**config.mk**
```make
export PLATFORM = sky130hd
export DESIGN_NAME = button_debounce
export DESIGN_NICKNAME = d
export VERILOG_FILES = /design/src/rtl/pacman_input_pkg.sv /design/src/rtl/debounce_bit.sv /design/src/rtl/button_debounce.sv
export SDC_FILE = /design/constraint.sdc
export NUM_CORES = 1
export LEC_CHECK = 0
export ABC_AREA = 1
export CELL_PAD_IN_SITES_DETAIL_PLACEMENT = 0
export CELL_PAD_IN_SITES_GLOBAL_PLACEMENT = 1
export CORE_MARGIN = 2
export CORE_UTILIZATION = 35
export DETAILED_ROUTE_END_ITERATION = 10
export PLACE_DENSITY_LB_ADDON = 0.12
export SLEW_MARGIN = 10
export SYNTH_ARGS = -nofsm -noshare
export SYNTH_HDL_FRONTEND = slang
export SYNTH_SLANG_ARGS = --single-unit
export TNS_END_PERCENT = 20
```
**constraint.sdc**
```tcl
create_clock -name HCLK -period 4 [get_ports HCLK]
set_clock_uncertainty 0.2 [all_clocks]
set_input_delay 0.8 -clock HCLK [delete_from_list [all_inputs] [get_ports HCLK]]
set_output_delay 0.8 -clock HCLK [all_outputs]
set_load 0.02 [all_outputs]
```
**src/rtl/pacman_input_pkg.sv**
```systemverilog
// pacman_input_pkg: shared definitions for the key debouncer.
//   NUM_BUTTONS        number of board keys handled by button_debounce
//   db_state_e         per-key debounce FSM state
//   UP/DOWN/LEFT/RIGHT index of each key in the button vectors
//   cnt_width()        counter width able to hold the largest timing parameter
package pacman_input_pkg;

   localparam int unsigned NUM_BUTTONS = 4;

   localparam int unsigned UP    = 0;
   localparam int unsigned DOWN  = 1;
   localparam int unsigned LEFT  = 2;
   localparam int unsigned RIGHT = 3;

   typedef enum logic [1:0] {
      StIdle,
      StPressWait,
      StHeld,
      StReleaseWait
   } db_state_e;

   // $clog2 of the largest parameter plus one bit of headroom.
   function automatic int unsigned cnt_width(input int unsigned a, input int unsigned b,
                                             input int unsigned c);
      int unsigned m;
      m = a;
      if (b > m) m = b;
      if (c > m) m = c;
      return $clog2(m) + 1;
   endfunction

endpackage

```
**src/rtl/debounce_bit.sv**
```systemverilog
// debounce_bit: one key's synchronizer, debounce FSM and counters.
//   HCLK     clock
//   HRESETn  asynchronous active-low reset
//   raw_i    asynchronous raw key input
//   level_o  debounced active-high level (1 in StHeld and StReleaseWait)
//   pulse_o  one-cycle pulse on an accepted press, plus auto-repeat pulses
// Build option: BUTTON_REPEAT_EN adds the auto-repeat counter in StHeld.
module debounce_bit
   import pacman_input_pkg::*;
#(
   parameter int unsigned DEBOUNCE_CYCLES = 500000,
   parameter bit          ACTIVE_LOW      = 1'b1,
   parameter int unsigned REPEAT_DELAY    = 25000000,
   parameter int unsigned REPEAT_RATE     = 5000000
) (
   input  logic HCLK,
   input  logic HRESETn,
   input  logic raw_i,
   output logic level_o,
   output logic pulse_o
);

   localparam int unsigned    CntW        = cnt_width(DEBOUNCE_CYCLES, REPEAT_DELAY, REPEAT_RATE);
   localparam logic [CntW-1:0] DbLast     = CntW'(DEBOUNCE_CYCLES - 1);
   localparam bit             SingleCycle = (DEBOUNCE_CYCLES == 1);
   localparam logic           RawIdle     = ACTIVE_LOW;

   logic            s1_q, s2_q;
   logic            sync;
   db_state_e       state_q;
   logic [CntW-1:0] cnt_q;
   logic [CntW-1:0] cnt_inc;
   logic            level_q;
   logic            pulse_q;

   assign sync    = ACTIVE_LOW ? ~s2_q : s2_q;
   // Saturating increment: the counter never wraps.
   assign cnt_inc = (cnt_q == {CntW{1'b1}}) ? cnt_q : cnt_q + CntW'(1);

`ifdef BUTTON_REPEAT_EN
   logic [CntW-1:0] rep_q;
   logic [CntW-1:0] rep_inc;
   logic [CntW-1:0] rep_limit;
   logic            rep_armed_q;

   assign rep_inc   = (rep_q == {CntW{1'b1}}) ? rep_q : rep_q + CntW'(1);
   // First repeat waits REPEAT_DELAY held cycles, later ones REPEAT_RATE.
   assign rep_limit = rep_armed_q ? CntW'(REPEAT_RATE) : CntW'(REPEAT_DELAY);
`endif

   // The edge that leaves StIdle/StHeld already counts as the first stable
   // cycle, so the change is accepted when the incremented count hits
   // DEBOUNCE_CYCLES-1; total latency is 2 sync edges + DEBOUNCE_CYCLES.
   always_ff @(posedge HCLK or negedge HRESETn) begin
      if (!HRESETn) begin
         s1_q        <= RawIdle;
         s2_q        <= RawIdle;
         state_q     <= StIdle;
         cnt_q       <= '0;
         level_q     <= 1'b0;
         pulse_q     <= 1'b0;
`ifdef BUTTON_REPEAT_EN
         rep_q       <= '0;
         rep_armed_q <= 1'b0;
`endif
      end else begin
         s1_q    <= raw_i;
         s2_q    <= s1_q;
         pulse_q <= 1'b0;
         unique case (state_q)
            StIdle: begin
`ifdef BUTTON_REPEAT_EN
               rep_q       <= '0;
               rep_armed_q <= 1'b0;
`endif
               if (sync) begin
                  if (SingleCycle) begin
                     state_q <= StHeld;
                     level_q <= 1'b1;
                     pulse_q <= 1'b1;
                  end else begin
                     state_q <= StPressWait;
                     cnt_q   <= '0;
                  end
               end
            end
            StPressWait: begin
               if (!sync) begin
                  state_q <= StIdle;
               end else if (cnt_inc == DbLast) begin
                  state_q <= StHeld;
                  level_q <= 1'b1;
                  pulse_q <= 1'b1;
               end else begin
                  cnt_q <= cnt_inc;
               end
            end
            StHeld: begin
               if (!sync) begin
                  if (SingleCycle) begin
                     state_q <= StIdle;
                     level_q <= 1'b0;
                  end else begin
                     state_q <= StReleaseWait;
                     cnt_q   <= '0;
                  end
               end
`ifdef BUTTON_REPEAT_EN
               else if (rep_inc == rep_limit) begin
                  pulse_q     <= 1'b1;
                  rep_q       <= '0;
                  rep_armed_q <= 1'b1;
               end else begin
                  rep_q <= rep_inc;
               end
`endif
            end
            StReleaseWait: begin
               // Repeat counter holds here and resumes on return to StHeld.
               if (sync) begin
                  state_q <= StHeld;
               end else if (cnt_inc == DbLast) begin
                  state_q <= StIdle;
                  level_q <= 1'b0;
               end else begin
                  cnt_q <= cnt_inc;
               end
            end
            default: state_q <= StIdle;
         endcase
      end
   end

   assign level_o = level_q;
   assign pulse_o = pulse_q;

endmodule

```
**src/rtl/button_debounce.sv**
```systemverilog
// button_debounce: debounces NUM_BUTTONS board keys independently.
//   HCLK         clock
//   HRESETn      asynchronous active-low reset
//   buttons_raw  asynchronous raw key inputs (active-low when ACTIVE_LOW=1)
//   buttons      debounced active-high levels
//   press_pulse  one-cycle pulse per accepted press (plus auto-repeat)
//   any_held     OR of buttons
// Build option: BUTTON_REPEAT_EN enables auto-repeat pulses while held.
module button_debounce
   import pacman_input_pkg::*;
#(
   parameter int unsigned DEBOUNCE_CYCLES = 500000,
   parameter bit          ACTIVE_LOW      = 1'b1,
   parameter int unsigned REPEAT_DELAY    = 25000000,
   parameter int unsigned REPEAT_RATE     = 5000000
) (
   input  logic                   HCLK,
   input  logic                   HRESETn,
   input  logic [NUM_BUTTONS-1:0] buttons_raw,
   output logic [NUM_BUTTONS-1:0] buttons,
   output logic [NUM_BUTTONS-1:0] press_pulse,
   output logic                   any_held
);

   for (genvar i = 0; i < NUM_BUTTONS; i++) begin : g_bit
      debounce_bit #(
         .DEBOUNCE_CYCLES (DEBOUNCE_CYCLES),
         .ACTIVE_LOW      (ACTIVE_LOW),
         .REPEAT_DELAY    (REPEAT_DELAY),
         .REPEAT_RATE     (REPEAT_RATE)
      ) u_bit (
         .HCLK    (HCLK),
         .HRESETn (HRESETn),
         .raw_i   (buttons_raw[i]),
         .level_o (buttons[i]),
         .pulse_o (press_pulse[i])
      );
   end

   assign any_held = |buttons;

endmodule

```
* After elaboration in Yosys (flattened, before gate mapping) *
Index checks and enable logic that the tools add are counted.

storage, ports and cells
  register bits = 128
  bits of input ports = 6
  output and inout port bits = 9
  logic and storage cells = 189

cells by class
  add/sub/neg operators = 4
  equal/unequal tests = 52
  muxes and demuxes = 88
  reduce and logical (&&, ||, !) cells = 21

operators by type and width
  kind                                                    count
  2-to-1 mux 26 bit                                       24
  case mux 26 bit (4 select lines)                        4
  adder 26 x 1 -> 26 bit (second input constant)          4
  equality test 26 x 19 -> 1 bit (second input constant)  4
  equality test 26 bit (second input constant)            4
  2-to-1 mux 2 bit                                        24
  != test 2 x 1 -> 1 bit (second input constant)          16
  case mux 2 bit (4 select lines)                         4
  AND reduction 4 bit                                     8
  2-to-1 mux 1 bit                                        28
  AND reduction 5 bit                                     4
  equality test 2 bit (second input constant)             8
  != test 2 bit (second input constant)                   8
  != test 3 x 1 -> 1 bit (second input constant)          4
  != test 3 bit (second input constant)                   4
  equality test 2 x 1 -> 1 bit (second input constant)    4
  logical NOT 2 bit                                       4
  case mux 1 bit (2 select lines)                         4
  nonzero test 2 bit                                      4
  OR reduction 4 bit                                      1

* Logic depth before layout (Yosys ltp) *
Gate-level depths: netlist of run 1.

  word-level depth = 6
  mapped depth = 18
  gate-level depth less buffers = 17

* By module *
Synthesis of run 1 repeated with hierarchy kept, for this count alone.

second synthesis, totals
  cell total of the unflattened synthesis = 1635
  area, all modules = 10446.3 um^2

modules (own cells, without submodules)
  module                             instances  cells each  area an instance (um^2)  seq. area each (um^2)
  debounce_bit (g_bit[0].u_bit ...)  3          408         2607.5                   803.3
  debounce_bit (g_bit[3].u_bit)      1          408         2612.5                   803.3
  button_debounce                    1          3           11.3                     0.0

* Worst setup path before layout of run 1 *
No wires, ideal clock.

  path type = register to register
  start = register g_bit[2].u_bit.cnt_q[0]
  end = register g_bit[2].u_bit.cnt_q[0]
  library setup time = 117 ps
  data arrival time = 2287 ps
  data required time = 3683 ps
  slack = 1396 ps
  stages on the path, launching flop included = 18
  buffers on the path = 3
  clock period less this slack = 2604 ps
  cell sequence = dfrtp_1 -> ha_1 -> nand2_1 -> nor2_2 -> nand2_2 -> nor2_4 -> nand2_4 -> inv_2 -> buf_4 -> a21oi_1 -> nor2_1 -> nand3_1 -> nor2_2 -> nand2_1 -> buf_6 -> buf_6 -> nand3_1 -> nand2_1

between the ends
  longest elaborated chain between the ends = 6
  elaborated cells on any way between the ends = 8
  classes of those cells = add/sub (1); eq/ne (2); mux (5)

ends and longest elaborated chain
  item                                                            RTL line                                 source
  start, declared                                                 debounce_bit.sv:31                       logic [CntW-1:0] cnt_q;
  start signal, assigned                                          debounce_bit.sv:95                       cnt_q <= cnt_inc;
  start signal, assigned                                          debounce_bit.sv:126                      cnt_q <= cnt_inc;
  adder 26 x 1 -> 26 bit or equality test 26 bit (tied branches)  debounce_bit.sv:38                       assign cnt_inc = (cnt_q == {CntW{1'b1}}) ? cnt_q : cnt_q + CntW'(1);
  2-to-1 mux 26 bit                                               debounce_bit.sv:38
  equality test 26 x 19 -> 1 bit                                  debounce_bit.sv:90, debounce_bit.sv:122
  2-to-1 mux 26 bit *                                             debounce_bit.sv:90, debounce_bit.sv:122
  2-to-1 mux 26 bit (on tied branches)                            debounce_bit.sv:120, debounce_bit.sv:88
  case mux 26 bit (4 select lines) *                              debounce_bit.sv:70                       unique case (state_q)

Every way passes the cells marked *; elsewhere a longest branch is shown, timed or not. The select of a mux whose other input is x is not followed.
A chain may end at the register's enable or synchronous reset.

* Final worst setup path of run 1 *
  start = register g_bit[0].u_bit.cnt_q[0]
  end = register g_bit[0].u_bit.cnt_q[14]

between the ends
  longest elaborated chain between the ends = 6
  elaborated cells on any way between the ends = 8
  classes of those cells = add/sub (1); eq/ne (2); mux (5)

ends and longest elaborated chain
  item                                                            RTL line
  start, declared                                                 debounce_bit.sv:31
  start signal, assigned                                          debounce_bit.sv:95
  start signal, assigned                                          debounce_bit.sv:126
  adder 26 x 1 -> 26 bit or equality test 26 bit (tied branches)  debounce_bit.sv:38
  2-to-1 mux 26 bit *                                             debounce_bit.sv:38
  equality test 26 x 19 -> 1 bit                                  debounce_bit.sv:90, debounce_bit.sv:122
  2-to-1 mux 26 bit *                                             debounce_bit.sv:90, debounce_bit.sv:122
  2-to-1 mux 26 bit (on tied branches)                            debounce_bit.sv:120, debounce_bit.sv:88
  case mux 26 bit (4 select lines) *                              debounce_bit.sv:70

Marks and branches as above.

==> results of run 1 <==
worst register-to-register path: cells and delay by family (launching register included):
| kind | cells | cell delay [ps] |
|---|---|---|
| AOI/OAI and AO/OA | 1 | 130 |
| adders and majority gates | 1 | 420 |
| buffers and inverters | 3 | 610 |
| DFF | 1 | 530 |
| and+or+nand+nor | 10 | 1690 |
report_power, final:
part	internal [W]	switching [W]
Clock	0.00102	0.000655
Sequential	0.00132	0.0000320
Combinational	0.0000499	0.000133
per-layer routing:
layer  GRT usage  part of all wire  vias up  wire [um]
met4      0.0483             0.012        0        334
met1       0.299              0.50     4373      14500
met5           0                 0        -          0
met2       0.348              0.46      152      13300
li1            -                 -     4772          -
met3      0.0303             0.029       22        850
cell usage after synthesis, types with 12 or more instances:
| cell | n | area share |
|---|---|---|
| xor2_1 | 23 | 0.021 |
| a21oi_1 | 34 | 0.018 |
| nand3_1 | 146 | 0.076 |
| inv_1 | 116 | 0.046 |
| buf_4 | 14 | 0.011 |
| buf_6 | 12 | 0.014 |
| nor3_1 | 14 | 0.0073 |
| xnor2_1 | 19 | 0.017 |
| nand4_1 | 56 | 0.037 |
| nor2_1 | 217 | 0.085 |
| clkbuf_1 | 21 | 0.0082 |
| nand2_1 | 572 | 0.22 |
| dfrtp_1 | 120 | 0.31 |
| nand3b_1 | 40 | 0.031 |
| o21ai_0 | 18 | 0.0094 |
layout make-up:
class                           instances  area (um^2)
Tap cell                              341          427
Inverter                              122          458
Sequential cell                       128         3210
Clock buffer                           20          457
Timing Repair Buffer                   32          277
Fill cell                            2984        16300
Clock inverter                         12          160
Multi-Input combinational cell       1199         5550
cell families after synthesis:
logic type               after synthesis  share of synthesized area
adder cells (fa/ha/maj)                4                    0.00524
XOR/XNOR                              42                     0.0385
AND/OR/NAND/NOR                     1089                      0.500
AO/OA/AOI/OAI                         64                     0.0355
flip-flops                           128                      0.336
buffers and inverters                176                     0.0849
final timing paths:
path / slack, ps / cells past startpoint / end
min in group asynchronous: 170 / 1 / g_bit[3].u_bit.cnt_q[24]
min: 160 / 0 / g_bit[0].u_bit.s2_q
max: 290 / 15 / g_bit[0].u_bit.cnt_q[14]
max reg2reg: 290 / 15 / g_bit[0].u_bit.cnt_q[14]
min reg2reg: 160 / 0 / g_bit[0].u_bit.s2_q
max in group asynchronous: 2520 / 2 / g_bit[0].u_bit.s1_q
flip-flops by register name, summed over array words and instances, names as in the netlist, named ones only:
name,flops
g_bit.u_bit.level_o,4
g_bit.u_bit.s1_q,4
g_bit.u_bit.cnt_q,104
g_bit.u_bit.state_q,4
g_bit.u_bit.s2_q,4
g_bit.u_bit.pulse_o,4
stage by stage:
step,hold slack [ps],cells
finish,158,1854
global route,160,1854
CTS,159,1854
detailed placement,150,1822
global placement,148,1822
floorplan,145,1503
==> impl_metrics.yaml, run 1 <==
timing:
  drv_slew: 0
  finalSetupViolCount: 0
  relSlewSlack: 0.327
  rsz0062_at_grt: "no"
  hold_viol_final: 0
  tns_ps: 0
  fmax_mhz: 270
  worst_slack_ps: 293
  worst_pin_slew_ps: 1010
  period_needed_ps: 3710
  fin_crit_sh: 0.927
min_path:
  hold_start: "g_bit[0].u_bit.s1_q"
  holdCritPathClass: "flip-flop to flip-flop"
routing:
  wl_per_cell_um: 15.6
  wl_um: 28900
  ant_nets: 0
  via_per_inst: 5.03
  num_vias: 9319
  first_pass_iters: 5
  drt-initial-drc-count: 626
  route.detailed.drc: 0
clock_tree:
  cts-buffers-inserted: 17
  clock_sinks: 128
  postCtsHoldBufs: 0
  htreeDepth: 4
  ctsResizeCount: 0
  cts_tree: "done"
  clock_latency_ps: 430
  post_cts_buffers: 0
  path_clk_slew_ps: 70
  cts-root-buf: "clkbuf_16"
  clk_path_buf_depth: 2
final_layout:
  final_common_cell: "nand2_1"
  postLayoutCoreUtil: 0.392
  n_antenna_cell: 0
  nets: 1510
  syn2layout_area_growth_pct: 10.3
  final_area_mm2: 0.0105
  layout_common_cells: "572 x nand2_1, 217 x nor2_1, 146 x nand3_1"
  drive_above_1_share: 0.0720
place:
  hpwlAfterDp_um: 21100
  io_buffers: 14
  place.gp.congestion: 0.887
  dp_slack_ps: 309
  dpl_cell_area_mm2: 0.00992
global_routing:
  grt_pass1_wl_um: 48900
  grt-ovfl-total: 0
  grt_pass1_vias: 9097
  grt_use_total: 0.213
  antenna_found_initial: 0
  grt_max_degree: 69
floorplanning:
  num_rows: 60
  die_w_um: 169
  core_area_mm2: 0.0269
  dieArea_mm2: 0.0287
  initial_core_util: 0.356
  io_pins: 15
  fp.dieH_um: 169
worst_setup_path:
  slowest_delay_ps: 530
  path_buf_inv: 3
  critical_path_class: "flip-flop to flip-flop"
  cp.arrival_ps: 3820
  cp-start-kind: "flip-flop"
  worstPathCellList: "ha_1 -> inv_2 -> nor2_4 -> nand2_2 -> nor2_4 -> nand2_4 -> inv_2 -> a21oi_1 -> nor2_1 -> nand3_1 -> nor2_2 -> nand2_1 -> buf_4 -> nand4_1 -> nand2_1"
  worst-path-max-fanout: 25
  crit_path_start: "g_bit[0].u_bit.cnt_q[0]"
  cp_top_family: "simple AND/OR/NAND/NOR gates"
  cp.required_ps: 4110
  endpoint_kind: "flip-flop"
  worstReg2RegStart: "g_bit[0].u_bit.cnt_q[0]"
  cp_slowest_cell: "dfrtp_1"
synthesis:
  async_flop_share: 1.00
  syn_avg_cell_area_um2: 6.36
  synth_flop_cell: "dfrtp_1"
  syn_nets: 1513
  postSynthCellCount: 1503
  synth-edff-count: 0
  ys_seq_area_frac: 0.336
  synth_area_mm2: 0.00956
  yosysWarnings: 0
  yosysUniqueCellTypes: 32
  ys_ff_latch: 128
pwr:
  power_density_mw_per_mm2: 304
  leakage_nw: 4.95
  irDropWorstVdd_mv: 0.272
  p_total_w: 0.00320
flow_run:
  maxCapViolations: 0
run_status:
  status: "complete, no violations"
Power figures use the tool's default switching activity.
==> run 2, diff against run 1 <==
--- a/config.mk
+++ b/config.mk
@@ -10,10 +10,13 @@
 export CELL_PAD_IN_SITES_GLOBAL_PLACEMENT = 1
 export CORE_MARGIN = 2
 export CORE_UTILIZATION = 35
+export CTS_CLUSTER_DIAMETER = 60
 export DETAILED_ROUTE_END_ITERATION = 10
+export MAX_ROUTING_LAYER = met4
 export PLACE_DENSITY_LB_ADDON = 0.12
 export SLEW_MARGIN = 10
 export SYNTH_ARGS = -nofsm -noshare
 export SYNTH_HDL_FRONTEND = slang
+export SYNTH_HIERARCHICAL = 1
 export SYNTH_SLANG_ARGS = --single-unit
 export TNS_END_PERCENT = 20
==> run 2 against run 1 <==
Compared with the run above: synthesized cell count rose by 8.8%; design area grew 8.3%; maximum frequency increased by 3.4%; wire length rose by 11%.
==> impl_metrics.yaml, run 2 <==
run_status:
  status: "complete, no violations"
synthesis:
  yosys.area.top_type: "dfrtp_1"
  synth_top_cell_area_share: 0.287
  synth-edff-count: 0
  ys_seq_area_frac: 0.308
  syn_avg_cell_area_um2: 6.39
  async_flop_share: 1.00
  synth_most_common_cell: "nand2_1"
  yosysUniqueCellTypes: 33
  ys_ff_latch: 128
  syn_nets: 1645
  synth_area_mm2: 0.0104
  synth_area_leaders: "dfrtp_1 29%, nand2_1 22%, nor2_1 9.5%, nand3_2 7.7%, nand3_1 6.6%"
  postSynthCellCount: 1635
  synth_flop_cell: "dfrtp_1"
  synth_common_cells: "620 x nand2_1, 265 x nor2_1, 138 x nand3_1"
  yosysWarnings: 6
worst_setup_path:
  cp-start-kind: "flip-flop"
  reg2reg_setup_slack_ps: 420
  cp.required_ps: 4110
  cp.arrival_ps: 3700
  worst-path-max-fanout: 32
  critical_path_class: "flip-flop to flip-flop"
  endpoint_kind: "flip-flop"
pwr:
  swShare: 0.280
  sequentialPowerShare: 0.435
  combPwrFrac: 0.068
  irDropWorstVdd_mv: 0.280
  power_switching_w: 0.000874
  power_density_mw_per_mm2: 273
  clkPwrFrac: 0.498
  leakage_nw: 5.43
  p_int_w: 0.00224
floorplanning:
  dieArea_mm2: 0.0312
  initial_core_util: 0.354
  core_area_mm2: 0.0295
  io_pins: 15
  fp.dieH_um: 177
  num_rows: 63
  die_w_um: 177
clock_tree:
  cts_tree: "done"
  post_cts_buffers: 0
  ctsResizeCount: 0
  path_clk_slew_ps: 70
  cts-root-buf: "clkbuf_16"
  htreeDepth: 4
  postCtsHoldBufs: 0
  clock_latency_ps: 440
  cts-buffers-inserted: 17
  clk_path_buf_depth: 2
  clock_sinks: 128
routing:
  via_per_inst: 4.92
  wl_per_cell_um: 15.8
  first_pass_iters: 5
  drt-initial-drc-count: 825
  num_vias: 10037
  route.detailed.drc: 0
  wl_um: 32200
  ant_nets: 0
flow_run:
  maxCapViolations: 0
timing:
  finalSetupViolCount: 0
  period_needed_ps: 3580
  fin_crit_sh: 0.896
  drv_slew: 0
  fmax_mhz: 279
  relSlewSlack: 0.445
  hold_viol_final: 0
  worst_pin_slew_ps: 831
  tns_ps: 0
  rsz0062_at_grt: "no"
final_layout:
  layout_common_cells: "620 x nand2_1, 265 x nor2_1, 138 x nand3_1"
  final_area_mm2: 0.0114
  n_antenna_cell: 0
  nets: 1647
  drive_above_1_share: 0.124
  final_common_cell: "nand2_1"
  largest_register_ffs: 104
  syn2layout_area_growth_pct: 9.27
  top_register: "g_bit.u_bit/cnt_q"
min_path:
  holdCritPathClass: "flip-flop to flip-flop"
global_routing:
  grt-ovfl-total: 0
  grt_use_total: 0.223
  grt_pass1_vias: 9769
  antenna_found_initial: 0
  grt_max_degree: 75
  grt_pass1_wl_um: 53600
place:
  dpl_cell_area_mm2: 0.0108
  place.gp.congestion: 0.904
  io_buffers: 14
  hpwlAfterDp_um: 24100
## run 2: area by class of cell
class                           count  area (um^2)
Inverter                          149          561
Fill cell                        3252        18100
Tap cell                          390          488
Multi-Input combinational cell   1309         6310
Timing Repair Buffer               32          277
Clock inverter                     13          133
Clock buffer                       19          433
Sequential cell                   128         3210
## run 2: power by group through the flow
stage	sequential [W]	clock, W	combinational, W
after floorplan	0.00136	0	0.000150
after global placement	0.00138	0	0.000218
after detailed placement	0.00138	0	0.000217
after CTS	0.00136	0.00161	0.000217
after global routing	0.00136	0.00167	0.000244
final	0.00136	0.00155	0.000212
## run 2: kinds of logic after synthesis
logic type,share of synthesized area
flip-flops,0.308
adder cells (fa/ha/maj),0.00479
AND/OR/NAND/NOR,0.552
AO/OA/AOI/OAI,0.0253
XOR/XNOR,0.0218
buffers and inverters,0.0883
## run 2: per-stage QoR
step           instances   util  hold WS (ps)  setup WS, ps  power [W]
2_1_floorplan       1635      -           145          1440    0.00151
3_3_place_gp        2008  0.368           146           427    0.00160
3_5_place_dp        2008  0.368           147           460    0.00160
4_1_cts             2040  0.387           157           443    0.00318
5_1_grt             2040  0.387           164           160    0.00327
6_report            2040  0.387           156           416    0.00312
## run 2: worst max-delay path: stages (launching register included)
cell	delay (ps)
dfrtp_1	530
ha_1	380
inv_2	90
nor2_4	240
nand2_4	100
nor2_8	170
nand2_4	230
clkinv_2	200
nor2_1	90
nor3_1	180
nand2_1	90
nor2_1	180
nand2_2	240
buf_4	320
nand3_2	120
nand2_1	70
## run 2: path summary, 6_finish.rpt
| check | from | end | cells after the start |
|---|---|---|---|
| hold reg to reg | g_bit[0].u_bit/s1_q | g_bit[0].u_bit/s2_q | 0 |
| hold / removal | g_bit[0].u_bit/s1_q | g_bit[0].u_bit/s2_q | 0 |
| max in group asynchronous | HRESETn | g_bit[0].u_bit/s2_q | 2 |
| setup reg to reg | g_bit[3].u_bit/cnt_q[0] | g_bit[3].u_bit/cnt_q[10] | 15 |
| min in group asynchronous | HRESETn | g_bit[1].u_bit/cnt_q[7] | 1 |
| setup / recovery | g_bit[3].u_bit/cnt_q[0] | g_bit[3].u_bit/cnt_q[10] | 15 |
## run 2: per-layer routing
layer,vias up,global-route usage,wire length [um]
met2,171,0.361,15100
met5,-,-,0
met4,0,0.0406,272
met3,26,0.0301,1030
met1,4691,0.301,15800
li1,5149,-,-
==> run 3, diff against run 2 <==
--- a/config.mk
+++ b/config.mk
@@ -9,14 +9,12 @@
 export CELL_PAD_IN_SITES_DETAIL_PLACEMENT = 0
 export CELL_PAD_IN_SITES_GLOBAL_PLACEMENT = 1
 export CORE_MARGIN = 2
-export CORE_UTILIZATION = 35
+export CORE_UTILIZATION = 49
 export CTS_CLUSTER_DIAMETER = 60
 export DETAILED_ROUTE_END_ITERATION = 10
 export MAX_ROUTING_LAYER = met4
 export PLACE_DENSITY_LB_ADDON = 0.12
-export SLEW_MARGIN = 10
 export SYNTH_ARGS = -nofsm -noshare
 export SYNTH_HDL_FRONTEND = slang
-export SYNTH_HIERARCHICAL = 1
 export SYNTH_SLANG_ARGS = --single-unit
 export TNS_END_PERCENT = 20
==> run 3 against run 2 <==
Compared with the run above: sequential cell count unchanged; hold slack got worse by 0.83 ps; critical path depth decreased by 1; via count decreased by 7.0%; sequential share of layout area increased by 2.7 points; wire length decreased by 19%; maximum frequency increased by 4.4%; non-clock buffer count unchanged; sequential power about the same; critical endpoint is now g_bit[0].u_bit.cnt_q[10]; largest cell class unchanged.
==> impl_metrics.yaml, run 3 (synthesis gave the netlist of run 1 again) <==
clock_tree:
  cts-root-buf: "clkbuf_16"
  clock_latency_ps: 430
  path_clk_slew_ps: 60
  post_cts_buffers: 0
  clock_sinks: 128
  clk_path_buf_depth: 2
  cts_tree: "done"
  ctsResizeCount: 0
  cts-buffers-inserted: 17
  htreeDepth: 4
  postCtsHoldBufs: 0
floorplanning:
  fp.dieH_um: 144
  core_area_mm2: 0.0193
  dieArea_mm2: 0.0206
  io_pins: 15
  initial_core_util: 0.494
  num_rows: 51
  die_w_um: 144
worst_setup_path:
  cp.arrival_ps: 3550
  endpoint_kind: "flip-flop"
  r2r_cells: 14
  cp-start-kind: "flip-flop"
  critical_path_class: "flip-flop to flip-flop"
  worst-path-max-fanout: 25
  reg2reg_setup_slack_ps: 570
  cp.required_ps: 4120
global_routing:
  busiest_layer: "met2"
  use_met1: 0.379
  grt_pass1_wl_um: 44200
  grt_pass1_vias: 8768
  grt_max_degree: 72
  antenna_found_initial: 0
  grt-ovfl-total: 0
  grt_use_total: 0.276
  use_met3: 0.0390
  globalRouteMet2Util: 0.430
place:
  hpwlAfterDp_um: 19100
  io_buffers: 14
  dp_slack_ps: 307
  place.gp.congestion: 0.959
final_layout:
  layout_common_cells: "571 x nand2_1, 217 x nor2_1, 146 x nand3_1"
  final_common_cell: "nand2_1"
  drive_above_1_share: 0.0707
  num-fill-cells: 2006
  n_antenna_cell: 0
  nets: 1510
  top_register: "g_bit.u_bit.cnt_q"
  syn2layout_area_growth_pct: 8.90
  largest_register_ffs: 104
timing:
  worst_pin_slew_ps: 826
  worst_slack_ps: 567
  period_needed_ps: 3430
  tns_ps: 0
  hold_viol_final: 0
  rsz0062_at_grt: "no"
  relSlewSlack: 0.447
  drv_slew: 0
  fmax_mhz: 291
  fin_crit_sh: 0.858
  finalSetupViolCount: 0
routing:
  ant_nets: 0
  first_pass_iters: 5
  wl_um: 26100
  via_per_inst: 5.25
  drt-initial-drc-count: 740
  route.detailed.drc: 0
  wl_per_cell_um: 14.7
  num_vias: 9334
pwr:
  leakage_nw: 4.94
  combPwrFrac: 0.059
  sequentialPowerShare: 0.439
  irDropWorstVdd_mv: 0.324
  p_int_w: 0.00232
  clkPwrFrac: 0.502
  swShare: 0.245
  power_switching_w: 0.000754
  power_density_mw_per_mm2: 295
min_path:
  holdPathStages: 0
  holdCritPathClass: "flip-flop to flip-flop"
flow_run:
  maxCapViolations: 0
run_status:
  status: "complete, no violations"
## run 3: cell count changes in the layout (fill, tap and decap cells not counted), sizes merged, moves of 5 or more
cell,previous run,this run
a31oi,1,6
clkinv,12,6
inv,145,121
nand2,645,587
nand3,218,149
nand3b,20,40
nand4,34,56
nor2,288,233
o21ai,14,21
xor2,11,23
## run 3: final timing paths
path,from,endpoint
worst max-delay path,g_bit[0].u_bit.cnt_q[0],g_bit[0].u_bit.cnt_q[10]
worst min-delay path,g_bit[0].u_bit.s1_q,g_bit[0].u_bit.s2_q
worst max register to register,g_bit[0].u_bit.cnt_q[0],g_bit[0].u_bit.cnt_q[10]
worst min register to register,g_bit[0].u_bit.s1_q,g_bit[0].u_bit.s2_q
max in group asynchronous,HRESETn,g_bit[0].u_bit.s1_q
min in group asynchronous,HRESETn,g_bit[3].u_bit.cnt_q[20]
## run 3: power groups by stage
stage	combinational, W	sequential, W	clock, W
3_5_place_dp	0.000182	0.00137	0
6_report	0.000182	0.00135	0.00154
4_1_cts	0.000184	0.00135	0.00157
2_1_floorplan	0.000122	0.00136	0
5_1_grt	0.000209	0.00135	0.00164
3_3_place_gp	0.000182	0.00137	0
## run 3: stage by stage
stage | power, W | util | instances | cell area (um^2) | hold slack, ps
floorplan | 0.00148 | - | 1503 | 9560 | 145
detailed placement | 0.00155 | 0.508 | 1746 | 9830 | 147
CTS | 0.00311 | 0.538 | 1778 | 10400 | 155
global placement | 0.00155 | 0.508 | 1746 | 9830 | 146
finish | 0.00307 | 0.538 | 1778 | 10400 | 155
global route | 0.00320 | 0.538 | 1778 | 10400 | 161
## run 3: worst max-delay path: stages, from the launching register on
cell	delay (ps)
dfrtp_1	530
ha_1	410
inv_2	90
nor2_4	200
nand2_2	100
nor2_4	200
nand2_4	210
inv_2	210
a21oi_1	140
nor2_1	130
nand3_1	100
nor2_2	220
nand2_2	320
nand4_1	190
nand2_1	60
## run 3: final cells by class
cell class,count,area (um^2),share of cell area
clock buffers,23,468,0.0449
clock inverters,9,111,0.0107
inverters,122,458,0.0440
multi-input cells,1199,5550,0.533
flip-flops and latches,128,3210,0.309
well taps,265,332,0.0318
repair buffers,32,277,0.0266
## run 3: per-layer routing
metal | vias up | share of wire
met5 | - | 0
met4 | 0 | 0.017
met3 | 31 | 0.042
met2 | 216 | 0.46
met1 | 4310 | 0.49
li1 | 4777 | -
